### src/rtl/disp_sched.sv
// rtl/disp_sched.sv - display scheduler: scan strobe, mode FSM, blink and digit bus arbitration
module disp_sched #(
    parameter int SCAN_DIV  = 1000,
    parameter int BLINK_DIV = 250,
    parameter int TIMEOUT   = 40
) (
    input  logic       CLK,
    input  logic       RESET,
    input  logic       MODE_BTN,
    input  logic [3:0] T1,
    input  logic [3:0] T2,
    input  logic [3:0] T3,
    input  logic [3:0] T4,
    input  logic [3:0] A1,
    input  logic [3:0] A2,
    input  logic [3:0] A3,
    input  logic [3:0] A4,
    output logic       SCAN_EN,
    output logic [3:0] L1,
    output logic [3:0] L2,
    output logic [3:0] L3,
    output logic [3:0] L4,
    output logic       SET_H,
    output logic       SET_M,
    output logic       SHOW_ALARM
);

    localparam int PW = $clog2(SCAN_DIV);
    localparam int BW = (BLINK_DIV > 1) ? $clog2(BLINK_DIV) : 1;
    localparam int TW = $clog2(TIMEOUT + 1);

    localparam logic [PW-1:0] PRE_MAX = PW'(SCAN_DIV - 1);
    localparam logic [BW-1:0] BLK_MAX = BW'(BLINK_DIV - 1);
    localparam logic [TW-1:0] TMO_MAX = TW'(TIMEOUT - 1);

    localparam logic [1:0] ST_TIME     = 2'd0;
    localparam logic [1:0] ST_SET_HOUR = 2'd1;
    localparam logic [1:0] ST_SET_MIN  = 2'd2;
    localparam logic [1:0] ST_ALARM    = 2'd3;

    logic [PW-1:0] pre_cnt;
    logic [BW-1:0] blk_cnt;
    logic [TW-1:0] tmo_cnt;
    logic          bp;
    logic [1:0]    state;
    logic [1:0]    state_nxt;
    logic          blink_tick;
    logic          expire;
    logic          state_chg;
    logic          enter_edit;

    assign SCAN_EN    = (pre_cnt == PRE_MAX);
    assign blink_tick = SCAN_EN && (blk_cnt == BLK_MAX);
    assign expire     = (state != ST_TIME) && blink_tick && (tmo_cnt == TMO_MAX);

    // MODE_BTN outranks timeout expiry; the 2-bit increment wraps ALARM back to TIME
    always_comb begin
        state_nxt = state;
        if (MODE_BTN) begin
            state_nxt = state + 2'd1;
        end else if (expire) begin
            state_nxt = ST_TIME;
        end
    end

    assign state_chg  = (state_nxt != state);
    assign enter_edit = state_chg && ((state_nxt == ST_SET_HOUR) || (state_nxt == ST_SET_MIN));

    always_ff @(posedge CLK or posedge RESET) begin
        if (RESET) begin
            pre_cnt <= '0;
        end else if (SCAN_EN) begin
            pre_cnt <= '0;
        end else begin
            pre_cnt <= pre_cnt + PW'(1);
        end
    end

    // Entry into an edit state restarts the blink so it opens with a full visible half-period
    always_ff @(posedge CLK or posedge RESET) begin
        if (RESET) begin
            blk_cnt <= '0;
            bp      <= 1'b0;
        end else if (enter_edit) begin
            blk_cnt <= '0;
            bp      <= 1'b0;
        end else if (SCAN_EN) begin
            if (blk_cnt == BLK_MAX) begin
                blk_cnt <= '0;
                bp      <= ~bp;
            end else begin
                blk_cnt <= blk_cnt + BW'(1);
            end
        end
    end

    always_ff @(posedge CLK or posedge RESET) begin
        if (RESET) begin
            tmo_cnt <= '0;
            state   <= ST_TIME;
        end else begin
            state <= state_nxt;
            if (MODE_BTN || state_chg || (state == ST_TIME)) begin
                tmo_cnt <= '0;
            end else if (blink_tick) begin
                tmo_cnt <= tmo_cnt + TW'(1);
            end
        end
    end

    always_ff @(posedge CLK or posedge RESET) begin
        if (RESET) begin
            L1         <= 4'hF;
            L2         <= 4'hF;
            L3         <= 4'hF;
            L4         <= 4'hF;
            SET_H      <= 1'b0;
            SET_M      <= 1'b0;
            SHOW_ALARM <= 1'b0;
        end else begin
            SET_H      <= (state == ST_SET_HOUR);
            SET_M      <= (state == ST_SET_MIN);
            SHOW_ALARM <= (state == ST_ALARM);
            case (state)
                ST_SET_HOUR: begin
                    L4 <= bp ? 4'hF : T4;
                    L3 <= bp ? 4'hF : T3;
                    L2 <= T2;
                    L1 <= T1;
                end
                ST_SET_MIN: begin
                    L4 <= T4;
                    L3 <= T3;
                    L2 <= bp ? 4'hF : T2;
                    L1 <= bp ? 4'hF : T1;
                end
                ST_ALARM: begin
                    L4 <= A4;
                    L3 <= A3;
                    L2 <= A2;
                    L1 <= A1;
                end
                default: begin
                    L4 <= (T4 == 4'd0) ? 4'hF : T4;
                    L3 <= T3;
                    L2 <= T2;
                    L1 <= T1;
                end
            endcase
        end
    end

endmodule

### config.mk
export PLATFORM = sky130hd
export DESIGN_NAME = disp_sched
export DESIGN_NICKNAME = d
export VERILOG_FILES = /design/src/rtl/disp_sched.sv
export SDC_FILE = /design/constraint.sdc
export NUM_CORES = 1
export LEC_CHECK = 0
export ABC_AREA = 1
export BUFFER_PORTS_ARGS = -buffer_cell sky130_fd_sc_hd__buf_2
export CAP_MARGIN = 40
export CORE_MARGIN = 3
export CORE_UTILIZATION = 55
export DETAILED_ROUTE_END_ITERATION = 12
export GPL_TIMING_DRIVEN = 0
export HOLD_SLACK_MARGIN = 0.1
export PLACE_DENSITY_LB_ADDON = 0.12
export REMOVE_ABC_BUFFERS = 1
export SYNTH_ARGS = -nofsm -noshare
export SYNTH_HDL_FRONTEND = slang
export SYNTH_SLANG_ARGS = --single-unit
### constraint.sdc
create_clock -name CLK -period 3.04 [get_ports CLK]
set_input_delay 0 -clock CLK [delete_from_list [all_inputs] [get_ports CLK]]
set_output_delay 0 -clock CLK [all_outputs]
set_load 0.02 [all_outputs]
======== Word-level counts from Yosys, hierarchy flattened ========
Cells that the tools add are included.
word-level totals
  register bits ........................... 46
  input port bits ......................... 35
  logic and storage cells ................. 60
operators by class
  add/sub/neg operators ................... 4
  equality and inequality tests ........... 9
  multiplexer cells ....................... 20
  bitwise logic cells ..................... 1
  reductions and logical operators ........ 14
operators with widths
  cell                     count
  $mux W8                  3
  $pmux W4 S2              3
  $mux W4                  5
  $mux W6                  2
  $pmux W4 S3              1
  $add A10 B1 Y10 const B  1
  $eq A10 B10 Y1 const B   1
  $mux W10                 1
  $add A8 B1 Y8 const B    1
  $eq A8 B8 Y1 const B     1
  $reduce_bool A2 Y1       4
  $add A6 B1 Y6 const B    1
  $eq A2 B2 Y1 const B     3
  $eq A6 B6 Y1 const B     1
  $eq A2 B1 Y1 const B     2
  $logic_and A1 B1 Y1      4
  $logic_not A4 Y1         1
  $mux W2                  2
  $logic_or A1 B1 Y1       3
  $mux W1                  3
  $add A2 B1 Y2 const B    1
  $logic_not A2 Y1         1
  $ne A2 B2 Y1             1
  $reduce_and A2 Y1        1
  $not A1 Y1               1

======== Depth between registers and ports, before layout ========
Gate-level depths: netlist of run 1.
  word-level depth ........................ 11
  gate-level depth with buffers ........... 12
  mapped depth without buffers ............ 12

======== Worst setup path before layout of run 1 ========
OpenSTA, ideal clock, no wires.
  path type ............................... register to register
  start point ............................. reg state[0]
  end point ............................... reg blk_cnt[1]
  arrival ................................. 1.485 ns
  required time ........................... 2.914 ns
  slack ................................... 1.429 ns
  stages on the path, launching flop included .. 11
  buffers on the path ..................... 0
  period minus slack after synthesis ...... 1.611 ns
  cells stage by stage .................... dfrtp_1 inv_1 ha_1 nor2_1 nand2_1 nor2_1 nand3_4 a21oi_1 nand2_2 nand2_4 a21oi_2
on the way
  word-level cells in the longest chain between the ends .. 9
  elaborated cells between the ends (all ways) .. 13
  those cells by class .................... add/sub: 1; eq/ne: 3; mux: 3; reduce/logical: 6
RTL lines
  item                                           line  text
  from (decl)                                    45    logic [1:0] state;
  from (signal assigned)                         102   state <= state_nxt;
  $reduce_bool A2 Y1                             54    assign expire = (state != ST_TIME) && blink_tick && (tmo_cnt == TMO_MAX);
  $logic_and A1 B1 Y1 (2 in series)              54
  $mux W2                                        61    end else if (expire) begin
  $mux W2                                        59    if (MODE_BTN) begin
  $eq A2 B1 Y1 or $eq A2 B2 Y1 (tied branches)   67    assign enter_edit = state_chg && ((state_nxt == ST_SET_HOUR) || (state_nxt == ST_SET_MIN));
  $logic_or A1 B1 Y1                             67
  $logic_and A1 B1 Y1 *                          67
  $mux W8 or $reduce_bool A2 Y1 (tied branches)  --
  to (signal assigned)                           92    blk_cnt <= blk_cnt + BW'(1);
  to (decl)                                      42    logic [BW-1:0] blk_cnt;
Mark *: on every way between the ends. The rest lies on a longest branch, timed or not.
A chain may end at the register's enable or synchronous reset.

======== Worst setup path in the final report of run 1 ========
  start point ............................. reg state[1]
  end point ............................... reg L2[2]
on the way
  word-level cells in the longest chain between the ends .. 2
  elaborated cells between the ends (all ways) .. 3
  those cells by class .................... eq/ne: 2; mux: 1
RTL lines
  item                  line  text
  $eq A2 B2 Y1          124   case (state)
  $pmux W4 S2 *         124
  to (signal assigned)  134   L2 <= bp ? 4'hF : T2;
  to (decl)             20    output logic [3:0] L2,
Marks and branches as above.

==> results.md, run 1 <==
* Status: finished clean
* Most frequent cells after synthesis: sky130_fd_sc_hd__nand2_1, sky130_fd_sc_hd__dfrtp_1, sky130_fd_sc_hd__nor2_1, sky130_fd_sc_hd__inv_1
* Share of async-settable or async-resettable flops after synthesis at 100%
* Capturing element type of the critical path: register
* Class of the worst hold path: in -> async
* Post-synthesis cell area at 2390 µm²
* Ranking of synthesized cells by area: sky130_fd_sc_hd__dfrtp_1, sky130_fd_sc_hd__dfstp_2, sky130_fd_sc_hd__nand2_1, sky130_fd_sc_hd__ha_1, sky130_fd_sc_hd__nor2_1
* Synthesized instance count at 266
* Worst-Margin Slew at 0.644 ns
* Clock period minus worst slack at 2.36 ns
* Port Buf Inserts at 54
* RSZ-0062 raised after global routing: false
* Number of violations of the max-capacitance limit at 0
* Antenna Violating Nets Remaining at 0
* Category of the critical setup timing path: reg -> reg
* Largest net degree at the start of global routing at 35
* Die Span Y at 71.9 µm
* Register area at 1170 µm²
* Number of clock sinks seen by CTS at 46
* Endpoint arrival time on the critical path at 2.58 ns
* Power density normalized to cell area at 539 nW/µm²
* Multi-input gate area in the final layout at 1090 µm²
* Cts repair resizes at 0
* Setup TNS at 0 ns
* Average footprint of a synthesized cell at 8.98 µm²
* Most common cell in the netlist: sky130_fd_sc_hd__nand2_1
* Count of unresolved DRC violations after routing at 0
* Area Growth Syn to Fin at 32.1%
* Yosys warns at 0
* Slew margin rel. at 57.1%
* Number of fillers in the final layout at 272
* Die extent in x at 71.9 µm
* Cell class contributing the biggest share of worst-path delay: buffers and inverters
* Primary FF master, synth: sky130_fd_sc_hd__dfrtp_1
* Via count of the first global-routing pass at 2150
* VDD IR-drop max at 0.000423 V
* Routed wire length per instance at 13.6 µm
* Required time at the worst-slack endpoint at 3.26 ns
* Number of library cell types mapped by synthesis at 34
* Crit path buf inv count at 3
* Clock Path Buffers at 2
* Crit path launch type: register
* Total number of H-tree levels at 2
* Die Outline Area at 5170 µm²
* Ordered cell list for the critical path: ha_1 > inv_1 > nor2_1 > inv_1 > a221o_1 > dlygate4sd3_1
* I/O pin total at 55
* Post-CTS repair timing setup buffer count at 0
* Cell Rows at 23
* Dominant cell type by area after synthesis: sky130_fd_sc_hd__dfrtp_1
* Gr ovfl total at 0
* P_leak at 1.54 nW
* Period utilisation layout at 77.7%
* Root Buffer: sky130_fd_sc_hd__clkbuf_8
* CTS tree: yes
* Layout cells sized above 1 at 30.8%
* Detailed-route via count at 2090
* Initial core utilization at 58.5%
* Fmax at 423 MHz
* Antenna diode count at 0
* Pre-antenna DRT Iters at 4
* Overall global routing resource usage at 23.5%
* Final design utilization at 77.3%
* Routability congestion estimate from global placement at 0.787
* Fin nets at 403
* Number of antenna violations at the first check in global routing at 0
* Num CTS Buffers at 5
* Max Slew Vio Count at 0
* Crit path top cell by count: sky130_fd_sc_hd__inv_1
* Final hold vios at 0
* Post-synth top area share at 31.4%
* Count of endpoints failing setup in the final report at 0
* Register bit total from synthesis at 46
* Number of design-rule violations left by the first detailed-router iteration at 109
* Slowest cell on crit path: sky130_fd_sc_hd__ha_1
* Worst skew pair latency at 0.29 ns
* Power consumption at 1.70 mW
* Core Footprint at 4090 µm²
* EDFF count, synth at 0
* Drt via density at 5.10
* Estimated wirelength of the detail-placed design at 3470 µm
* Overall routed net length at 5590 µm
* Critical path fanouts, max at 18
* Worst Skew at 0.00691 ns
* Part of the Yosys area used for sequential elements at 49.0%
* CP peak stage delay at 0.60 ns
* Wire length of the first global-routing pass at 9480 µm
* Clock-pin slew on the worst setup and hold paths at 0.08 ns
==> final timing paths <==
path                                 start          to  slack [ns]  cells past startpoint
worst max-delay path              state[1]       L2[2]        0.68                      6
worst min-delay path                 RESET  pre_cnt[3]        0.20                      3
worst max register to register    state[1]       L2[2]        0.68                      6
worst min register to register  pre_cnt[0]  pre_cnt[0]        0.46                      1
max in group asynchronous            RESET       L3[2]        2.31                      4
min in group CLK                pre_cnt[0]  pre_cnt[0]        0.46                      1
==> state kept, by name, summed over array words and instances, names as in the netlist, 2 cells and up <==
signal	cells
L3	4
L4	4
L2	4
state	2
tmo_cnt	6
blk_cnt	8
L1	4
pre_cnt	10
==> placed cells by master, fill, tap and decap left out, types with 2 or more instances in the layout <==
cell,instances
sky130_fd_sc_hd__buf_2,54
sky130_fd_sc_hd__nand2_1,49
sky130_fd_sc_hd__dlygate4sd3_1,34
sky130_fd_sc_hd__dfrtp_1,30
sky130_fd_sc_hd__nor2_1,29
sky130_fd_sc_hd__inv_1,25
sky130_fd_sc_hd__dfstp_2,16
sky130_fd_sc_hd__o21ai_0,16
sky130_fd_sc_hd__a21oi_1,14
sky130_fd_sc_hd__nand3_1,13
sky130_fd_sc_hd__a21oi_2,9
sky130_fd_sc_hd__ha_1,9
sky130_fd_sc_hd__xor2_1,8
sky130_fd_sc_hd__nand2_2,7
sky130_fd_sc_hd__o22ai_1,5
sky130_fd_sc_hd__clkbuf_8,5
sky130_fd_sc_hd__inv_2,4
sky130_fd_sc_hd__a22oi_1,4
sky130_fd_sc_hd__nor3_1,4
sky130_fd_sc_hd__nand2_4,3
sky130_fd_sc_hd__nand4_1,2
sky130_fd_sc_hd__nor2_4,2
sky130_fd_sc_hd__o21ai_1,2
sky130_fd_sc_hd__clkinv_2,2
==> worst register-to-register path: cells and delay by family (launching register included) <==
family	cells	cell delay, ns
AO/OA/AOI/OAI	1	0.32
adder cells (fa/ha/maj)	1	0.60
buffers and inverters	3	0.83
flip-flops	1	0.42
AND/OR/NAND/NOR	1	0.12
==> cells by family (layout without fill, tap and decap cells) <==
kind of cell / after synthesis / in the layout / share of synthesized area, %
buffers and inverters: 33 / 127 / 5.29
DFF: 46 / 46 / 49.0
xor gates and xnor gates: 9 / 9 / 3.30
and+or+nand+nor: 117 / 117 / 24.3
adders and majority gates: 9 / 9 / 4.71
AOI/OAI and AO/OA: 52 / 52 / 13.4
==> metal layers <==
metal	vias to the layer above	wire, µm	global-route usage [%]
li1	1052	-	-
met1	970	2240	27.3
met2	54	3000	42.2
met3	14	203	4.02
met4	0	154	10.4
met5	-	0	0
==> stage by stage <==
stage          setup WS (ns)  instance area [µm²]  std cells  hold slack (ns)
6_report               0.679                 3160        410            0.199
2_1_floorplan           1.36                 2380        263           0.0962
5_1_grt                0.539                 3160        410            0.210
4_1_cts                0.788                 3160        410            0.198
3_5_place_dp            1.21                 2730        368          -0.0343
3_3_place_gp            1.24                 2710        367            0.201
==> final cells by class <==
class | instances | share of cell area [%]
clock buffer | 6 | 2.30
clock inverter | 2 | 0.436
inverter | 30 | 3.61
multi-input combinational | 187 | 34.6
sequential | 46 | 37.1
tap | 50 | 1.98
timing repair buffer | 89 | 20.0
==> power breakdown <==
group,internal (mW),switching [mW],leakage [nW]
sequential,0.727,0.0263,0.566
clock,0.162,0.194,0.0452
combinational,0.243,0.349,0.933
==> what timing repair did <==
action / CTS / global route
hold endpoints to repair: 56 / 0
setup endpoints to repair: 0 / 0
hold buffers: 34 / 0
Power figures use the tool's default switching activity.
==> run 2: changes to the inputs <==
--- a/config.mk
+++ b/config.mk
@@ -9,7 +9,7 @@
 export BUFFER_PORTS_ARGS = -buffer_cell sky130_fd_sc_hd__buf_2
 export CAP_MARGIN = 40
 export CORE_MARGIN = 3
-export CORE_UTILIZATION = 55
+export CORE_UTILIZATION = 53
 export DETAILED_ROUTE_END_ITERATION = 12
 export GPL_TIMING_DRIVEN = 0
 export HOLD_SLACK_MARGIN = 0.1
==> constraint.sdc (replaced) <==
create_clock -name CLK -period 2.2 [get_ports CLK]
set_input_delay 0 -clock CLK [delete_from_list [all_inputs] [get_ports CLK]]
set_output_delay 0 -clock CLK [all_outputs]
set_load 0.02 [all_outputs]
==> run 2 against run 1 <==
Effect of this change: clock skew grew 0.0019 ns; power grew 46%; routed wire length is 1.3% higher.
==> results.md, run 2 (synthesized netlist as in run 1, its figures left out) <==
* Drt via density at 5.13 (+0.62%)
* Clock-pin slew on the worst setup and hold paths at 0.09 ns (about the same)
* Estimated wirelength of the detail-placed design at 3530 µm (+1.8%)
* Die Outline Area at 5350 µm² (+3.5%)
* Cell Rows at 23 (unchanged)
* Antenna Violating Nets Remaining at 0 (unchanged)
* Endpoint arrival time on the critical path at 2.27 ns (-0.31 ns)
* Required time at the worst-slack endpoint at 2.44 ns (-0.82 ns)
* Period utilisation layout at 92.1% (+14 points)
* Root Buffer: sky130_fd_sc_hd__clkbuf_8
* Overall routed net length at 5670 µm (+1.3%)
* Finished layout cell area at 3200 µm² (+1.2%)
* Die Span Y at 73.2 µm (+1.7%)
* Number of violations of the max-capacitance limit at 0 (unchanged)
* Critical path fanouts, max at 8 (-10)
* Num CTS Buffers at 5 (unchanged)
* Overall global routing resource usage at 23.7% (+0.29 points)
* Setup TNS at 0 ns (unchanged)
* Worst Skew at 0.00881 ns (+0.00190 ns)
* Routed wire length per instance at 13.8 µm (+1.3%)
* Area Growth Syn to Fin at 33.7%
* Top library cells by usage in the layout, fill and taps aside: sky130_fd_sc_hd__buf_2, sky130_fd_sc_hd__nand2_1, sky130_fd_sc_hd__dlygate4sd3_1
* Largest net degree at the start of global routing at 28 (-20%)
* Commonest non-fill, non-tap cell in the layout: sky130_fd_sc_hd__buf_2
* Worst-case hold slack at 0.271 ns (+0.0712 ns)
* Die extent in x at 73.2 µm (+1.7%)
* Total number of H-tree levels at 2 (unchanged)
* P_leak at 1.55 nW (+0.66%)
* VDD IR-drop max at 0.000660 V (+56%)
* Category of the critical setup timing path: reg -> reg
* Initial core utilization at 57.3% (-1.2 points)
* Via count of the first global-routing pass at 2157 (+0.33%)
* Clock period minus worst slack at 2.03 ns (-0.334 ns)
* Gr ovfl total at 0 (unchanged)
* Registers with the most flip-flops: pre_cnt: 10 flops, blk_cnt: 8 flops, tmo_cnt: 6 flops
* Status: finished clean
* Antenna diode count at 0 (unchanged)
* Slowest cell on crit path: sky130_fd_sc_hd__dlygate4sd3_1
* Layout cells sized above 1 at 31.9% (+1.1 points)
* Number of clock sinks seen by CTS at 46 (unchanged)
* Max reg flops at 10 (unchanged)
* Clock Path Buffers at 2 (unchanged)
* Slew margin rel. at 71.2% (+14 points)
* Pre-antenna DRT Iters at 5 (+1)
* Power density normalized to cell area at 779 nW/µm² (+44%)
* Final hold vios at 0 (unchanged)
* Ordered cell list for the critical path: inv_1 > ha_2 > nand2_1 > inv_1 > o22ai_1 > a22oi_1 > dlygate4sd3_1
* Biggest register: pre_cnt
* Crit path buf inv count at 3 (unchanged)
* Cell class contributing the biggest share of worst-path delay: buffers and inverters
* Class of the worst hold path: in -> async
* Routability congestion estimate from global placement at 0.792 (+0.55%)
* Slack of the worst reg-to-reg path at 0.17 ns (-0.51 ns)
* Fmax at 493 MHz (+16%)
* Wire length of the first global-routing pass at 9780 µm (+3.2%)
* Fin nets at 403 (unchanged)
* Number of design-rule violations left by the first detailed-router iteration at 104 (-4.6%)
* R2R Path Start: state[1]
* Post-CTS repair timing setup buffer count at 0 (unchanged)
* Post-place setup slack at 0.372 ns (-0.840 ns)
* Capturing element type of the critical path: register
* Worst-Margin Slew at 0.431 ns (-0.213 ns)
* Number of fillers in the final layout at 278 (+2.2%)
* Detailed-route via count at 2103 (+0.62%)
* Core Footprint at 4170 µm² (+2.1%)
* Count of unresolved DRC violations after routing at 0 (unchanged)
* Critical path origin: state[1]
* Crit path top cell by count: sky130_fd_sc_hd__inv_1
* Worst path setup slack after routing at 0.173 ns (-0.506 ns)
* Max Slew Vio Count at 0 (unchanged)
* Count of endpoints failing setup in the final report at 0 (unchanged)
* Power consumption at 2.49 mW (+46%)
* Port Buf Inserts at 54 (unchanged)
* Crit path launch type: register
* Standard cell area after detailed placement at 2730 µm² (unchanged)
* CTS tree: yes
* Worst skew pair latency at 0.31 ns (+0.02 ns)
* CP peak stage delay at 0.57 ns (-0.03 ns)
* I/O pin total at 55 (unchanged)
* Number of antenna violations at the first check in global routing at 0 (unchanged)
* RSZ-0062 raised after global routing: false
## run 2: cell count changes in the layout (fill, tap and decap cells not counted)
| cell | before | now |
|---|---|---|
| sky130_fd_sc_hd__a41oi_1 | 1 | 0 |
| sky130_fd_sc_hd__a41oi_2 | 0 | 1 |
| sky130_fd_sc_hd__bufinv_16 | 0 | 1 |
| sky130_fd_sc_hd__clkbuf_1 | 1 | 0 |
| sky130_fd_sc_hd__clkinv_4 | 1 | 0 |
| sky130_fd_sc_hd__ha_1 | 9 | 7 |
| sky130_fd_sc_hd__ha_2 | 0 | 2 |
| sky130_fd_sc_hd__inv_6 | 0 | 1 |
## run 2: worst register-to-register path, stage by stage, from the launching register on
cell                            delay [ns]
sky130_fd_sc_hd__dfrtp_1              0.43
sky130_fd_sc_hd__inv_1                0.14
sky130_fd_sc_hd__ha_2                 0.27
sky130_fd_sc_hd__nand2_1              0.07
sky130_fd_sc_hd__inv_1                0.21
sky130_fd_sc_hd__o22ai_1              0.11
sky130_fd_sc_hd__a22oi_1              0.17
sky130_fd_sc_hd__dlygate4sd3_1        0.57
## run 2: per-stage QoR
step	util [%]	std cells
floorplan	-	263
global placement	64.9	367
detailed placement	65.4	368
CTS	76.3	410
global route	76.6	410
finish	76.6	410
## run 2: path summary, 6_finish.rpt
check	endpoint	cells past startpoint
max	L4[2]	7
min	pre_cnt[5]	3
max reg2reg	L4[2]	7
min reg2reg	pre_cnt[0]	1
max in group asynchronous	L4[2]	4
min in group CLK	L3[3]	4
## run 2: routing by layer
metal	share of wire [%]	global-route usage [%]	vias up
met5	0	0	-
met4	1.8	7.38	0
met3	3.5	4.55	11
met2	55	44.0	47
met1	40	27.2	985
li1	-	-	1060
## run 2: report_power, final
group	internal, mW	switching (mW)	total (mW)
sequential	1.00	0.0378	1.04
clock	0.341	0.301	0.641
combinational	0.322	0.483	0.805
## run 2: layout make-up
class | count | area (µm²) | area share, %
sequential | 46 | 1170 | 36.6
multi-input combinational | 187 | 1100 | 34.6
timing repair buffer | 89 | 631 | 19.7
inverter | 30 | 114 | 3.56
clock buffer | 5 | 68.8 | 2.15
tap | 50 | 62.6 | 1.96
clock inverter | 3 | 43.8 | 1.37
## run 2: what timing repair did
| action | in CTS | in global routing |
|---|---|---|
| hold buffers | 34 | 0 |
| resized for setup | 0 | 3 |
| endpoints found under the setup margin | 0 | 11 |
| endpoints found under the hold margin | 55 | 0 |
==> run 3: changes to the inputs <==
--- a/config.mk
+++ b/config.mk
@@ -8,7 +8,7 @@
 export ABC_AREA = 1
 export BUFFER_PORTS_ARGS = -buffer_cell sky130_fd_sc_hd__buf_2
 export CAP_MARGIN = 40
-export CORE_MARGIN = 3
+export CORE_MARGIN = 2
 export CORE_UTILIZATION = 53
 export DETAILED_ROUTE_END_ITERATION = 12
 export GPL_TIMING_DRIVEN = 0
==> run 3 against run 2 <==
Effect of this change: non-clock buffer count unchanged; core utilization decreased by 3.7 points; power is 5.1% lower; routed wire length is 2.8% lower; critical path type unchanged; combinational power decreased by 0.9%; sequential power about the same.
==> results.md, run 3 (synthesized netlist as in run 1, its figures left out) <==
* Status: finished clean
* Number of violations of the max-capacitance limit at 0 (unchanged)
* Gr ovfl total at 0 (unchanged)
* Ordered cell list for the critical path: inv_1 > ha_2 > nand2_1 > inv_1 > o22ai_1 > a22oi_1 > dlygate4sd3_1
* Drt via density at 5.13 (about the same)
* Worst-Margin Slew at 0.440 ns (+0.00861 ns)
* Critical path fanouts, max at 8 (unchanged)
* Pre-antenna DRT Iters at 4 (-1)
* Core Footprint at 4350 µm² (+4.3%)
* Num CTS Buffers at 5 (unchanged)
* Category of the critical setup timing path: reg -> reg
* Routability congestion estimate from global placement at 0.777 (-1.8%)
* Clock period minus worst slack at 2.08 ns (+0.0495 ns)
* Power density normalized to cell area at 744 nW/µm² (-4.4%)
* Slowest cell on crit path: sky130_fd_sc_hd__dlygate4sd3_1
* Period utilisation layout at 94.4% (+2.3 points)
* Total number of H-tree levels at 2 (unchanged)
* Gate power share at 33.8% (+1.4 points)
* Detailed-route via count at 2112 (+0.43%)
* Wire length of the first global-routing pass at 9530 µm (-2.6%)
* Max Slew Vio Count at 0 (unchanged)
* Port Buf Inserts at 54 (unchanged)
* Post-CTS repair timing setup buffer count at 0 (unchanged)
* Worst-case hold slack at 0.271 ns (+0.000750 ns)
* Share of power burned in registers at 43.9% (+2.0 points)
* Fin nets at 403 (unchanged)
* Worst Skew at 0.00796 ns (-0.000851 ns)
* Initial core utilization at 54.9% (-2.4 points)
* Crit path launch type: register
* Cell Rows at 24 (+4.3%)
* Overall routed net length at 5510 µm (-2.8%)
* Crit path top cell by count: sky130_fd_sc_hd__inv_1
* Clock Path Buffers at 2 (unchanged)
* Antenna diode count at 0 (unchanged)
* Final hold vios at 0 (unchanged)
* Number of clock sinks seen by CTS at 46 (unchanged)
* Critical R2R Capture: L4[3]
* Max reg flops at 10 (unchanged)
* Required time at the worst-slack endpoint at 2.44 ns (about the same)
* Setup TNS at 0 ns (unchanged)
* Via count of the first global-routing pass at 2242 (+3.9%)
* Crit path buf inv count at 3 (unchanged)
* Area Growth Syn to Fin at 32.7%
* Top library cells by usage in the layout, fill and taps aside: sky130_fd_sc_hd__buf_2, sky130_fd_sc_hd__nand2_1, sky130_fd_sc_hd__dlygate4sd3_1
* Number of design-rule violations left by the first detailed-router iteration at 76 (-27%)
* Root Buffer: sky130_fd_sc_hd__clkbuf_8
* Slack of the worst reg-to-reg path at 0.12 ns (-0.05 ns)
* Net switching power at 784 µW (-4.5%)
* Class of the worst hold path: in -> async
* Die Outline Area at 5060 µm² (-5.4%)
* Fmax at 482 MHz (-2.4%)
* Worst skew pair latency at 0.30 ns (about the same)
* Count of endpoints failing setup in the final report at 0 (unchanged)
* VDD IR-drop max at 0.000634 V (-3.8%)
* Antenna Violating Nets Remaining at 0 (unchanged)
* Largest net degree at the start of global routing at 29 (+3.6%)
* Routed wire length per instance at 13.4 µm (-3.2%)
* RSZ-0062 raised after global routing: true
* Biggest register: pre_cnt
* Depth of the worst register-to-register path at 7 (unchanged)
* Endpoint arrival time on the critical path at 2.32 ns (+0.05 ns)
* Clock power frac at 22.3% (-3.5 points)
* Number of antenna violations at the first check in global routing at 0 (unchanged)
* Layout cells sized above 1 at 31.7% (-0.28 points)
* Power consumption at 2.36 mW (-5.1%)
* I/O pin total at 55 (unchanged)
* Cell class contributing the biggest share of worst-path delay: buffers and inverters
* R2R Path Start: state[1]
* Internal portion of total power at 1.58 mW (-5.4%)
* P_leak at 1.55 nW (-0.48%)
* CP peak stage delay at 0.59 ns (+0.02 ns)
* Switching share of total power at 33.2% (+0.21 points)
* CTS tree: yes
* Clock-pin slew on the worst setup and hold paths at 0.08 ns (about the same)
* Count of unresolved DRC violations after routing at 0 (unchanged)
* Die extent in x at 71.2 µm (-2.7%)
* Die Span Y at 71.2 µm (-2.7%)
* Slew margin rel. at 70.6% (-0.57 points)
* Commonest non-fill, non-tap cell in the layout: sky130_fd_sc_hd__buf_2
* Registers with the most flip-flops: pre_cnt: 10 flops, blk_cnt: 8 flops, tmo_cnt: 6 flops
* Estimated wirelength of the detail-placed design at 3490 µm (-1.1%)
* Capturing element type of the critical path: register
* Overall global routing resource usage at 24.3% (+0.55 points)
## run 3: layout make-up
cell class	instances	area, µm²
clock buffer	6	82.6
clock inverter	2	11.3
fill	341	1180
inverter	30	114
multi-input combinational	187	1100
sequential	46	1170
tap	52	65.1
timing repair buffer	89	631
## run 3: worst max path at each step
stage                           from          to  slack, ns  cells past startpoint
after floorplan           pre_cnt[0]  blk_cnt[1]       0.52                      8
after global placement    pre_cnt[0]  blk_cnt[1]       0.38                      8
after detailed placement  pre_cnt[0]  blk_cnt[6]       0.36                      8
after CTS                   state[1]       L2[1]       0.05                      7
after global routing        state[1]       L2[1]      -0.01                      7
final                       state[1]       L4[3]       0.12                      7
## run 3: routing by layer
metal | vias to the layer above | wire [µm] | GRT usage, %
met1 | 986 | 2260 | 27.5
li1 | 1056 | - | -
met3 | 20 | 194 | 4.84
met4 | 0 | 197 | 14.0
met5 | - | 0 | 0
met2 | 50 | 2850 | 42.3
## run 3: power by group through the flow
stage                     Sequential (mW)  Clock, mW  Combinational [mW]
after global routing                 1.05      0.579               0.869
after CTS                            1.03      0.551               0.780
after global placement               1.05          0               0.651
after floorplan                      1.19          0               0.323
final                                1.04      0.527               0.798
after detailed placement             1.05          0               0.665
## run 3: tightest hold or removal path, stage by stage
cell                            delay (ns)
sky130_fd_sc_hd__dlygate4sd3_1        0.55
sky130_fd_sc_hd__buf_2                0.13
sky130_fd_sc_hd__inv_2                0.33
## run 3: timing repair
action	4_1_cts	5_1_grt
endpoints found under the hold margin	60	0
setup endpoints to repair	0	8
hold buffers	34	0
resized for setup	0	2
## run 3: through the flow
| step | setup slack (ns) | std cells | instance area (µm²) | util [%] |
|---|---|---|---|---|
| 6_report | 0.123 | 412 | 3170 | 72.8 |
| 5_1_grt | -0.0109 | 412 | 3170 | 72.8 |
| 4_1_cts | 0.0518 | 412 | 3170 | 72.7 |
| 3_5_place_dp | 0.356 | 370 | 2730 | 62.8 |
| 3_3_place_gp | 0.384 | 369 | 2710 | 62.3 |
| 2_1_floorplan | 0.518 | 263 | 2380 | - |
